$ cat src/rtl/iso14443a_tag_frontend_if.sv
// Pin bundle between the ISO14443-A tag front end and its surroundings:
// mode select, ADC samples and the SSP link to the ARM.
interface iso14443a_tag_frontend_if #(
  parameter int ADC_WIDTH = 8
);
  logic [2:0]           mod_type;
  logic [ADC_WIDTH-1:0] adc_d;
  logic                 ssp_dout;
  logic                 ssp_clk;
  logic                 ssp_frame;
  logic                 ssp_din;
  logic                 mod_out;
  logic                 pause_det;

  // Driver of mode/ADC/ARM data, observer of the front-end outputs.
  modport master (
    output mod_type, adc_d, ssp_dout,
    input  ssp_clk, ssp_frame, ssp_din, mod_out, pause_det
  );

  // The front end itself.
  modport slave (
    input  mod_type, adc_d, ssp_dout,
    output ssp_clk, ssp_frame, ssp_din, mod_out, pause_det
  );
endinterface

$ cat src/rtl/iso14443a_tag_frontend.sv
// ISO14443-A tag-side front end: windowed pause detector with hysteresis,
// free-running SSP link to the ARM and subcarrier load-modulation generator.
module iso14443a_tag_frontend #(
  parameter int ADC_WIDTH   = 8,
  parameter int LOW_THRESH  = 16,
  parameter int HIGH_THRESH = 64,
  parameter int SSP_DIV     = 16,
  parameter int FRAME_BITS  = 8,
  parameter int SUB_DIV     = 16
) (
  input logic                   ck_1356meg,
  input logic                   rst_n,
  iso14443a_tag_frontend_if.slave bus
);

  localparam int CW = $clog2(SSP_DIV);
  localparam int BW = $clog2(FRAME_BITS);
  localparam int SW = $clog2(SUB_DIV);

  localparam logic [CW-1:0] C_ZERO  = CW'(0);
  localparam logic [CW-1:0] C_ONE   = CW'(1);
  localparam logic [CW-1:0] C_LAST  = CW'(SSP_DIV - 1);
  localparam logic [CW-1:0] C_HALF  = CW'(SSP_DIV / 2);
  localparam logic [BW-1:0] BC_ZERO = BW'(0);
  localparam logic [BW-1:0] BC_ONE  = BW'(1);
  localparam logic [BW-1:0] BC_LAST = BW'(FRAME_BITS - 1);
  localparam logic [SW-1:0] SC_ZERO = SW'(0);
  localparam logic [SW-1:0] SC_ONE  = SW'(1);
  localparam logic [SW-1:0] SC_LAST = SW'(SUB_DIV - 1);
  localparam logic [SW-1:0] SC_HALF = SW'(SUB_DIV / 2);

  localparam logic [ADC_WIDTH-1:0] LOW_T  = ADC_WIDTH'(LOW_THRESH);
  localparam logic [ADC_WIDTH-1:0] HIGH_T = ADC_WIDTH'(HIGH_THRESH);

  localparam logic [2:0] MODE_IDLE   = 3'b000;
  localparam logic [2:0] MODE_LISTEN = 3'b001;
  localparam logic [2:0] MODE_MOD    = 3'b010;
  localparam logic [2:0] MODE_MOD2   = 3'b101;

  // Largest of the four history samples (unsigned).
  function automatic logic [ADC_WIDTH-1:0] max4(input logic [3:0][ADC_WIDTH-1:0] v);
    logic [ADC_WIDTH-1:0] m;
    m = v[0];
    for (int i = 1; i < 4; i++) begin
      if (v[i] > m) begin
        m = v[i];
      end else begin
        m = m;
      end
    end
    return m;
  endfunction

  logic [3:0][ADC_WIDTH-1:0] h_q, h_d;
  logic [ADC_WIDTH-1:0]      wmax_q, wmax_d;
  logic                      pause_det_q, pause_det_d;
  logic [CW-1:0]             c_q, c_d;
  logic [BW-1:0]             bc_q, bc_d;
  logic                      ssp_clk_q, ssp_clk_d;
  logic                      ssp_frame_q, ssp_frame_d;
  logic                      ssp_din_q, ssp_din_d;
  logic                      tx_bit_q, tx_bit_d;
  logic [SW-1:0]             sc_q, sc_d;
  logic [2:0]                mod_type_q, mod_type_d;
  logic                      mod_out_q, mod_out_d;
  logic                      mode_chg_s;
  logic                      subcarrier_s;

  // Pause detector pipeline: sample history, window max, hysteresis decision.
  always_comb begin
    h_d    = {h_q[2:0], bus.adc_d};
    wmax_d = max4(h_q);
    if (wmax_q < LOW_T) begin
      pause_det_d = 1'b1;
    end else if (wmax_q >= HIGH_T) begin
      pause_det_d = 1'b0;
    end else begin
      pause_det_d = pause_det_q;
    end
  end

  // SSP bit divider and frame counter; free-running regardless of mode.
  always_comb begin
    bc_d = bc_q;
    if (c_q == C_LAST) begin
      c_d = C_ZERO;
      if (bc_q == BC_LAST) begin
        bc_d = BC_ZERO;
      end else begin
        bc_d = bc_q + BC_ONE;
      end
    end else begin
      c_d = c_q + C_ONE;
    end
    ssp_clk_d   = (c_q >= C_HALF);
    ssp_frame_d = (bc_q == BC_ZERO);
  end

  // Receive path: pause bit handed to the ARM at the start of each bit period.
  always_comb begin
    case (bus.mod_type)
      MODE_LISTEN: begin
        if (c_q == C_ZERO) begin
          ssp_din_d = pause_det_q;
        end else begin
          ssp_din_d = ssp_din_q;
        end
      end
      default: ssp_din_d = 1'b0;
    endcase
  end

  // Transmit path: latch ARM bit on ssp_clk rise, run subcarrier, drive modulation.
  always_comb begin
    mod_type_d = bus.mod_type;
    mode_chg_s = (bus.mod_type != mod_type_q);
    if (c_q == C_HALF) begin
      tx_bit_d = bus.ssp_dout;
    end else begin
      tx_bit_d = tx_bit_q;
    end
    if (mode_chg_s) begin
      sc_d = SC_ZERO;
    end else if (sc_q == SC_LAST) begin
      sc_d = SC_ZERO;
    end else begin
      sc_d = sc_q + SC_ONE;
    end
    subcarrier_s = (sc_q < SC_HALF);
    if (mode_chg_s) begin
      mod_out_d = 1'b0;
    end else begin
      case (bus.mod_type)
        MODE_MOD:  mod_out_d = tx_bit_q & subcarrier_s;
        MODE_MOD2: mod_out_d = tx_bit_q;
        MODE_IDLE: mod_out_d = 1'b0;
        default:   mod_out_d = 1'b0;
      endcase
    end
  end

  // State registers with asynchronous active-low reset.
  always_ff @(posedge ck_1356meg or negedge rst_n) begin
    if (!rst_n) begin
      h_q         <= {4{{ADC_WIDTH{1'b0}}}};
      wmax_q      <= {ADC_WIDTH{1'b0}};
      pause_det_q <= 1'b0;
      c_q         <= C_ZERO;
      bc_q        <= BC_ZERO;
      ssp_clk_q   <= 1'b0;
      ssp_frame_q <= 1'b0;
      ssp_din_q   <= 1'b0;
      tx_bit_q    <= 1'b0;
      sc_q        <= SC_ZERO;
      mod_type_q  <= 3'b000;
      mod_out_q   <= 1'b0;
    end else begin
      h_q         <= h_d;
      wmax_q      <= wmax_d;
      pause_det_q <= pause_det_d;
      c_q         <= c_d;
      bc_q        <= bc_d;
      ssp_clk_q   <= ssp_clk_d;
      ssp_frame_q <= ssp_frame_d;
      ssp_din_q   <= ssp_din_d;
      tx_bit_q    <= tx_bit_d;
      sc_q        <= sc_d;
      mod_type_q  <= mod_type_d;
      mod_out_q   <= mod_out_d;
    end
  end

  assign bus.ssp_clk   = ssp_clk_q;
  assign bus.ssp_frame = ssp_frame_q;
  assign bus.ssp_din   = ssp_din_q;
  assign bus.mod_out   = mod_out_q;
  assign bus.pause_det = pause_det_q;

endmodule

$ cat src/flat_wrapper.sv
// flat-port wrapper written by rule: the top's interface ports become plain ports
module iso14443a_tag_frontend_flat 
#(
  parameter int ADC_WIDTH   = 8,
  parameter int LOW_THRESH  = 16,
  parameter int HIGH_THRESH = 64,
  parameter int SSP_DIV     = 16,
  parameter int FRAME_BITS  = 8,
  parameter int SUB_DIV     = 16
)
  (ck_1356meg, rst_n, bus_mod_type, bus_adc_d, bus_ssp_dout, bus_ssp_clk, bus_ssp_frame, bus_ssp_din, bus_mod_out, bus_pause_det);
  iso14443a_tag_frontend_if #(.ADC_WIDTH(ADC_WIDTH)) bus_i ();
  input logic ck_1356meg;
  input logic rst_n;
  input wire logic [$bits(bus_i.mod_type)-1:0] bus_mod_type;
  input wire logic [$bits(bus_i.adc_d)-1:0] bus_adc_d;
  input wire logic [$bits(bus_i.ssp_dout)-1:0] bus_ssp_dout;
  output wire logic [$bits(bus_i.ssp_clk)-1:0] bus_ssp_clk;
  output wire logic [$bits(bus_i.ssp_frame)-1:0] bus_ssp_frame;
  output wire logic [$bits(bus_i.ssp_din)-1:0] bus_ssp_din;
  output wire logic [$bits(bus_i.mod_out)-1:0] bus_mod_out;
  output wire logic [$bits(bus_i.pause_det)-1:0] bus_pause_det;
  assign bus_i.mod_type = bus_mod_type;
  assign bus_i.adc_d = bus_adc_d;
  assign bus_i.ssp_dout = bus_ssp_dout;
  assign bus_ssp_clk = bus_i.ssp_clk;
  assign bus_ssp_frame = bus_i.ssp_frame;
  assign bus_ssp_din = bus_i.ssp_din;
  assign bus_mod_out = bus_i.mod_out;
  assign bus_pause_det = bus_i.pause_det;
  iso14443a_tag_frontend #(.ADC_WIDTH(ADC_WIDTH), .LOW_THRESH(LOW_THRESH), .HIGH_THRESH(HIGH_THRESH), .SSP_DIV(SSP_DIV), .FRAME_BITS(FRAME_BITS), .SUB_DIV(SUB_DIV)) u_core (.ck_1356meg(ck_1356meg), .rst_n(rst_n), .bus(bus_i));
endmodule
$ cat config.mk
export PLATFORM = sky130hd
export DESIGN_NAME = iso14443a_tag_frontend_flat
export DESIGN_NICKNAME = d
export VERILOG_FILES = /design/src/rtl/iso14443a_tag_frontend_if.sv /design/src/rtl/iso14443a_tag_frontend.sv /design/src/flat_wrapper.sv
export SDC_FILE = /design/constraint.sdc
export NUM_CORES = 1
export LEC_CHECK = 0
export ABC_AREA = 1
export BUFFER_PORTS_ARGS = -buffer_cell sky130_fd_sc_hd__buf_2
export CAP_MARGIN = 20
export CORE_MARGIN = 2
export CORE_UTILIZATION = 61
export CTS_CLUSTER_DIAMETER = 30
export CTS_CLUSTER_SIZE = 10
export DETAILED_ROUTE_END_ITERATION = 8
export GPL_ROUTABILITY_DRIVEN = 0
export GPL_TIMING_DRIVEN = 0
export PLACE_DENSITY = 0.83
export SYNTH_ARGS = -nofsm -noshare
export SYNTH_HDL_FRONTEND = slang
export SYNTH_SLANG_ARGS = --single-unit
export TNS_END_PERCENT = 5
$ cat constraint.sdc
create_clock -name ck_1356meg -period 7.35 [get_ports ck_1356meg]
set_input_delay 0.3675 -clock ck_1356meg [delete_from_list [all_inputs] [get_ports ck_1356meg]]
set_output_delay 0.3675 -clock ck_1356meg [all_outputs]
set_load 0.02 [all_outputs]
# == Yosys cells after proc, flatten, opt, wreduce, memory -nomap -nowiden ==
# Cells that the tools add are included.
# totals
ff_bits,60
latch_bits,0
ram_bits,0
rom_bits,0
inputBits,14
output_inout_bits,5
elab_cells,51
n_memories,0
# op_classes
add_sub_neg,3
mul,0
div,0
n_lt_le_gt_ge,7
eq_ne,9
shifts,0
muxes,13
n_bitwise,1
reduce_logical,3
# ops
operator,n
$gt 8x8->1,3
$mux 8,3
$eq 4x4->1 const B,3
$mux 4,3
$add 4x1->4 const B,2
$ge 8x7->1 const B,1
$lt 8x5->1 const B,1
$eq 3x3->1 const B,2
$mux 1,5
$ge 4x4->1 const B,1
$logic_not 4->1,1
$lt 4x4->1 const B,1
$add 3x1->3 const B,1
$eq 3x1->1 const B,1
$eq 3x2->1 const B,1
$logic_not 3->1,1
$mux 3,1
$ne 3x3->1,1
$ne 2x1->1 const B,1
$pmux 1 s2,1
$reduce_bool 2->1,1
$and 1x1->1,1

# == Longest topological paths before layout ==
# logic_depth
depth_word,6
ltp_mapped,36
ltp_nobuf,34

# == Worst setup path before layout ==
# OpenSTA, ideal clock, no wires.
# synth_path
kind,reg2reg
startpoint,register u_core.h_q (netlist bit u_core.h_d[15])
endpoint,register u_core.wmax_q[4]
setup_ns,0.118
arrival_time_ns,3.544
required_time_ns,7.232
setup_slack_ns,3.688
path_stages_with_launch,28
n_path_buf,2
synth_period_minus_slack_ns,3.662
path_cell_list,dfrtp_1 > inv_1 > ha_1 > a21o_1 > nor2_1 > nand2_2 > nand2_4 > clkbuf_1 > nand2_1 > o21ai_0 > ha_1 > a21oi_1 > nor2_1 > a211oi_1 > nand2_2 > nand2_2 > buf_6 > nand3_1 > o21ai_1 > ha_1 > a21oi_1 > o21ai_0 > nand2_1 > o211ai_1 > nand2_1 > inv_1 > nand2_1 > nand2_1
# synth_between
elab_chain_cells,6
# synth_rtl
item,line,rtl
from (decl),iso14443a_tag_frontend.sv:54,"logic [3:0][ADC_WIDTH-1:0] h_q, h_d;"
from (signal assigned),iso14443a_tag_frontend.sv:145,h_q <= {4{{ADC_WIDTH{1'b0}}}};
$gt 8x8->1,iso14443a_tag_frontend.sv:45,if (v[i] > m) begin
$mux 8 *,iso14443a_tag_frontend.sv:45,
$gt 8x8->1,iso14443a_tag_frontend.sv:45,
$mux 8 *,iso14443a_tag_frontend.sv:45,
$gt 8x8->1,iso14443a_tag_frontend.sv:45,
$mux 8 *,iso14443a_tag_frontend.sv:45,
via u_core.wmax_d[4],iso14443a_tag_frontend.sv:55,"logic [ADC_WIDTH-1:0] wmax_q, wmax_d;"
to (signal assigned),iso14443a_tag_frontend.sv:146,wmax_q <= {ADC_WIDTH{1'b0}};
to (signal assigned),iso14443a_tag_frontend.sv:159,wmax_q <= wmax_d;
to (decl),iso14443a_tag_frontend.sv:55,
# Mark *: on every way through the listed nets, which the timed path passes. The rest lies on a longest branch.
# A chain may end at the register's enable or synchronous reset.

# == Worst setup path in the final report ==
# layout_path
startpoint,register u_core.h_q (netlist bit u_core.h_d[9])
endpoint,register u_core.wmax_q[5]
# Same word-level chain as after synthesis.

==> results.md <==
* Synthesis-to-layout area growth at 10.1%
* Root Buffer: clkbuf_8
* Worst Path Arrival at 4.37 ns
* Avg Inst Size Synth at 9.88 um2
* Fin crit period at 4.16 ns
* Routed vias/inst at 5.05
* Grt ovf at 0
* Tot Pwr at 636 uW
* P_leak at 1.52 nW
* Core Util, Final at 70.8%
* Max-capacitance violation count at 0
* DR pass1 iterations at 5
* RSZ-0062 raised after global routing: no
* Routed Antenna Nets at 0
* Total setup buffers inserted after CTS at 0
* F_max at 240 MHz
* Worst path max stage delay at 0.39 ns
* Tcrit/Tclk final at 56.6%
* Most frequent cell after synthesis: dfrtp_1
* EDFF count, synth at 0
* First-pass GRT wire length at 6960 um
* Area occupied by multi-input gates at 1060 um2
* Setup crit start kind: register
* Filler cell count in the final layout at 299
* Wl on met1 at 1710 um
* Share of the synthesized area in the top cell type at 53.3%
* Worst-Margin Slew at 0.619 ns
* R2R setup slack at 3.19 ns
* GRT Total Usage at 18.2%
* Worst-Skew Late Latency at 0.31 ns
* R2r worst-path depth at 30
* Post-synth top cells: dfrtp_1, nand2_1, inv_1, ha_1, nand3_1
* Highest Signal Layer: met4
* Share of cells above drive strength 1 at 15.0%
* Top post-synthesis cells by area: dfrtp_1, ha_1, nand2_1, inv_1, nand3_1
* Worst-path clk slew at 0.10 ns
* Critical-path maximum fanout at 10
* # IOs at 19
* Number of global-route vias before repair at 1730
* WS Path Type: register to register
* WL/cell at 11.2 um
* Detailed placement HPWL at 3010 um
* Final Hold Fails at 0
* Max Root-Sink Buffers at 2
* # hold bufs at CTS at 0
* 1st-iter DRT viols at 32
* Syn_nets at 309
* Slowest cell on crit path: dfrtp_1
* Synth Warn # at 0
* Initial antenna violation count at 0
* Synthesized netlist cell count at 266
* Type of the most critical hold path: primary input to asynchronous set/reset pin
* CTS tree: done
* # resized after CTS at 0
* Post-route setup slack at 3.19 ns
* Chip Width at 69.6 um
* Setup TNS at 0 ns
* Dpl ws at 3.19 ns
* Crit end category: register
* PortBufs at 18
* Core box area at 4090 um2
* Netlist cell types at 27
* Wire length on met2 at 1940 um
* Outcome: finished, final reports clean
* Fin. max-slew vios at 0
* Nets at 335
* Total CTS buffers at 5
* DR vias at 1731
* Post-synth top area cell: dfrtp_1
* Clk_skew at 0.00852 ns
* Seq/Total Area, Yosys at 53.3%
* Number of synthesized register bits at 56
* Worst EP required at 7.56 ns
* Die height at 69.6 um
* Routed length on met3 at 141 um
* Top_reg_cell synth: dfrtp_1
* Synth async-reset ratio at 100%
* Max VDD drop at 160 uV
* Starting Density at 64.3%
* H-tree depth at 2
* Crit-path most repeated cell: nand2_1
* Final setup violation count at 0
* Max-slew headroom at 58.8%
* Rows at 23
* Antenna fix cells at 0
* Remaining DRCs at 0
* Mapped Area at 2630 um2
* Register area at 1400 um2
* Full die area at 4850 um2
* CTS sink count at 56
* Power per cell area at 220 nW/um2
* Largest net degree at the start of global routing at 30
* Routed wire length at 3860 um
[metrics by stage]
stage                     area [um2]  hold WS (ns)  instances
after detailed placement        2800         0.362        335
after global routing            2890        0.0852        343
after global placement          2780         0.356        334
after CTS                       2890        0.0719        343
after floorplan                 2630        0.0719        266
final                           2890        0.0580        343
[layer usage]
layer	up-vias	GRT usage (%)
met2	28	33.7
met1	789	19.6
met3	6	5.23
met5	-	0
li1	908	-
met4	0	6.41
[layout by cell type (no fill, tap or decap), types with 3 or more instances in the layout]
cell type	synthesis	layout
xnor2_1	3	3
o21ai_0	12	12
nand2_2	8	8
nand4_1	4	4
ha_1	29	29
nand2_1	49	49
o21ai_1	4	4
dfrtp_1	56	56
a21oi_1	10	10
inv_1	37	37
clkbuf_8	0	5
nand3_1	20	20
nor2_1	14	14
buf_2	0	18
[final timing paths]
kind                                      from              endpoint
worst max-delay path             u_core.h_d[9]      u_core.wmax_q[5]
worst min-delay path                     rst_n  u_core.mod_type_q[0]
worst max register to register   u_core.h_d[9]      u_core.wmax_q[5]
worst min register to register  u_core.h_d[15]        u_core.h_d[23]
max in group asynchronous                rst_n        u_core.h_d[14]
min in group ck_1356meg           bus_adc_d[6]        u_core.h_d[14]
[sequential cells by signal, summed over array words and instances, names as in the netlist]
signal and count:
u_core.bc_q 3, u_core.tx_bit_q 1, u_core.sc_q 4, u_core.h_q 8, u_core.bus.pause_det 1, u_core.bus.ssp_clk 1, u_core.bus.ssp_din 1, u_core.bus.mod_out 1
u_core.h_d 24, u_core.wmax_q 4, u_core.bus.ssp_frame 1, u_core.c_q 4, u_core.mod_type_q 3
[power by group]
part	total (mW)	internal [mW]	switching, mW
registers	0.340	0.330	0.0103
logic	0.129	0.0503	0.0784
clock network	0.167	0.0676	0.0990
[worst max-delay path, delay by kind of cell (launching register included)]
family / cells / cell delay (ns)
compound gates: 7 / 0.93
buf+inv: 4 / 0.64
simple gates: 16 / 1.22
fa+ha+maj: 3 / 0.89
flops: 1 / 0.39
[cell families (layout without fill, tap and decap cells)]
logic type                 count (synthesis)  in the layout  synth area share, %
muxes                                      1              1                0.428
xor gates and xnor gates                   5              5                 1.67
buffers and inverters                     42             69                 6.28
AOI/OAI and AO/OA                         30             30                 6.09
and+or+nand+nor                          103            103                 18.4
DFF                                       56             56                 53.3
adders and majority gates                 29             29                 13.8
[area by class of cell]
| cell class | instances | share of cell area, % |
|---|---|---|
| inverters | 39 | 5.06 |
| flip-flops and latches | 56 | 48.4 |
| clock buffers | 5 | 2.38 |
| plain buffers | 3 | 0.649 |
| well taps | 50 | 2.16 |
| clock inverters | 3 | 0.821 |
| multi-input cells | 168 | 36.7 |
| repair buffers | 19 | 3.80 |
Note: power is estimated with default switching activity, not from simulation.
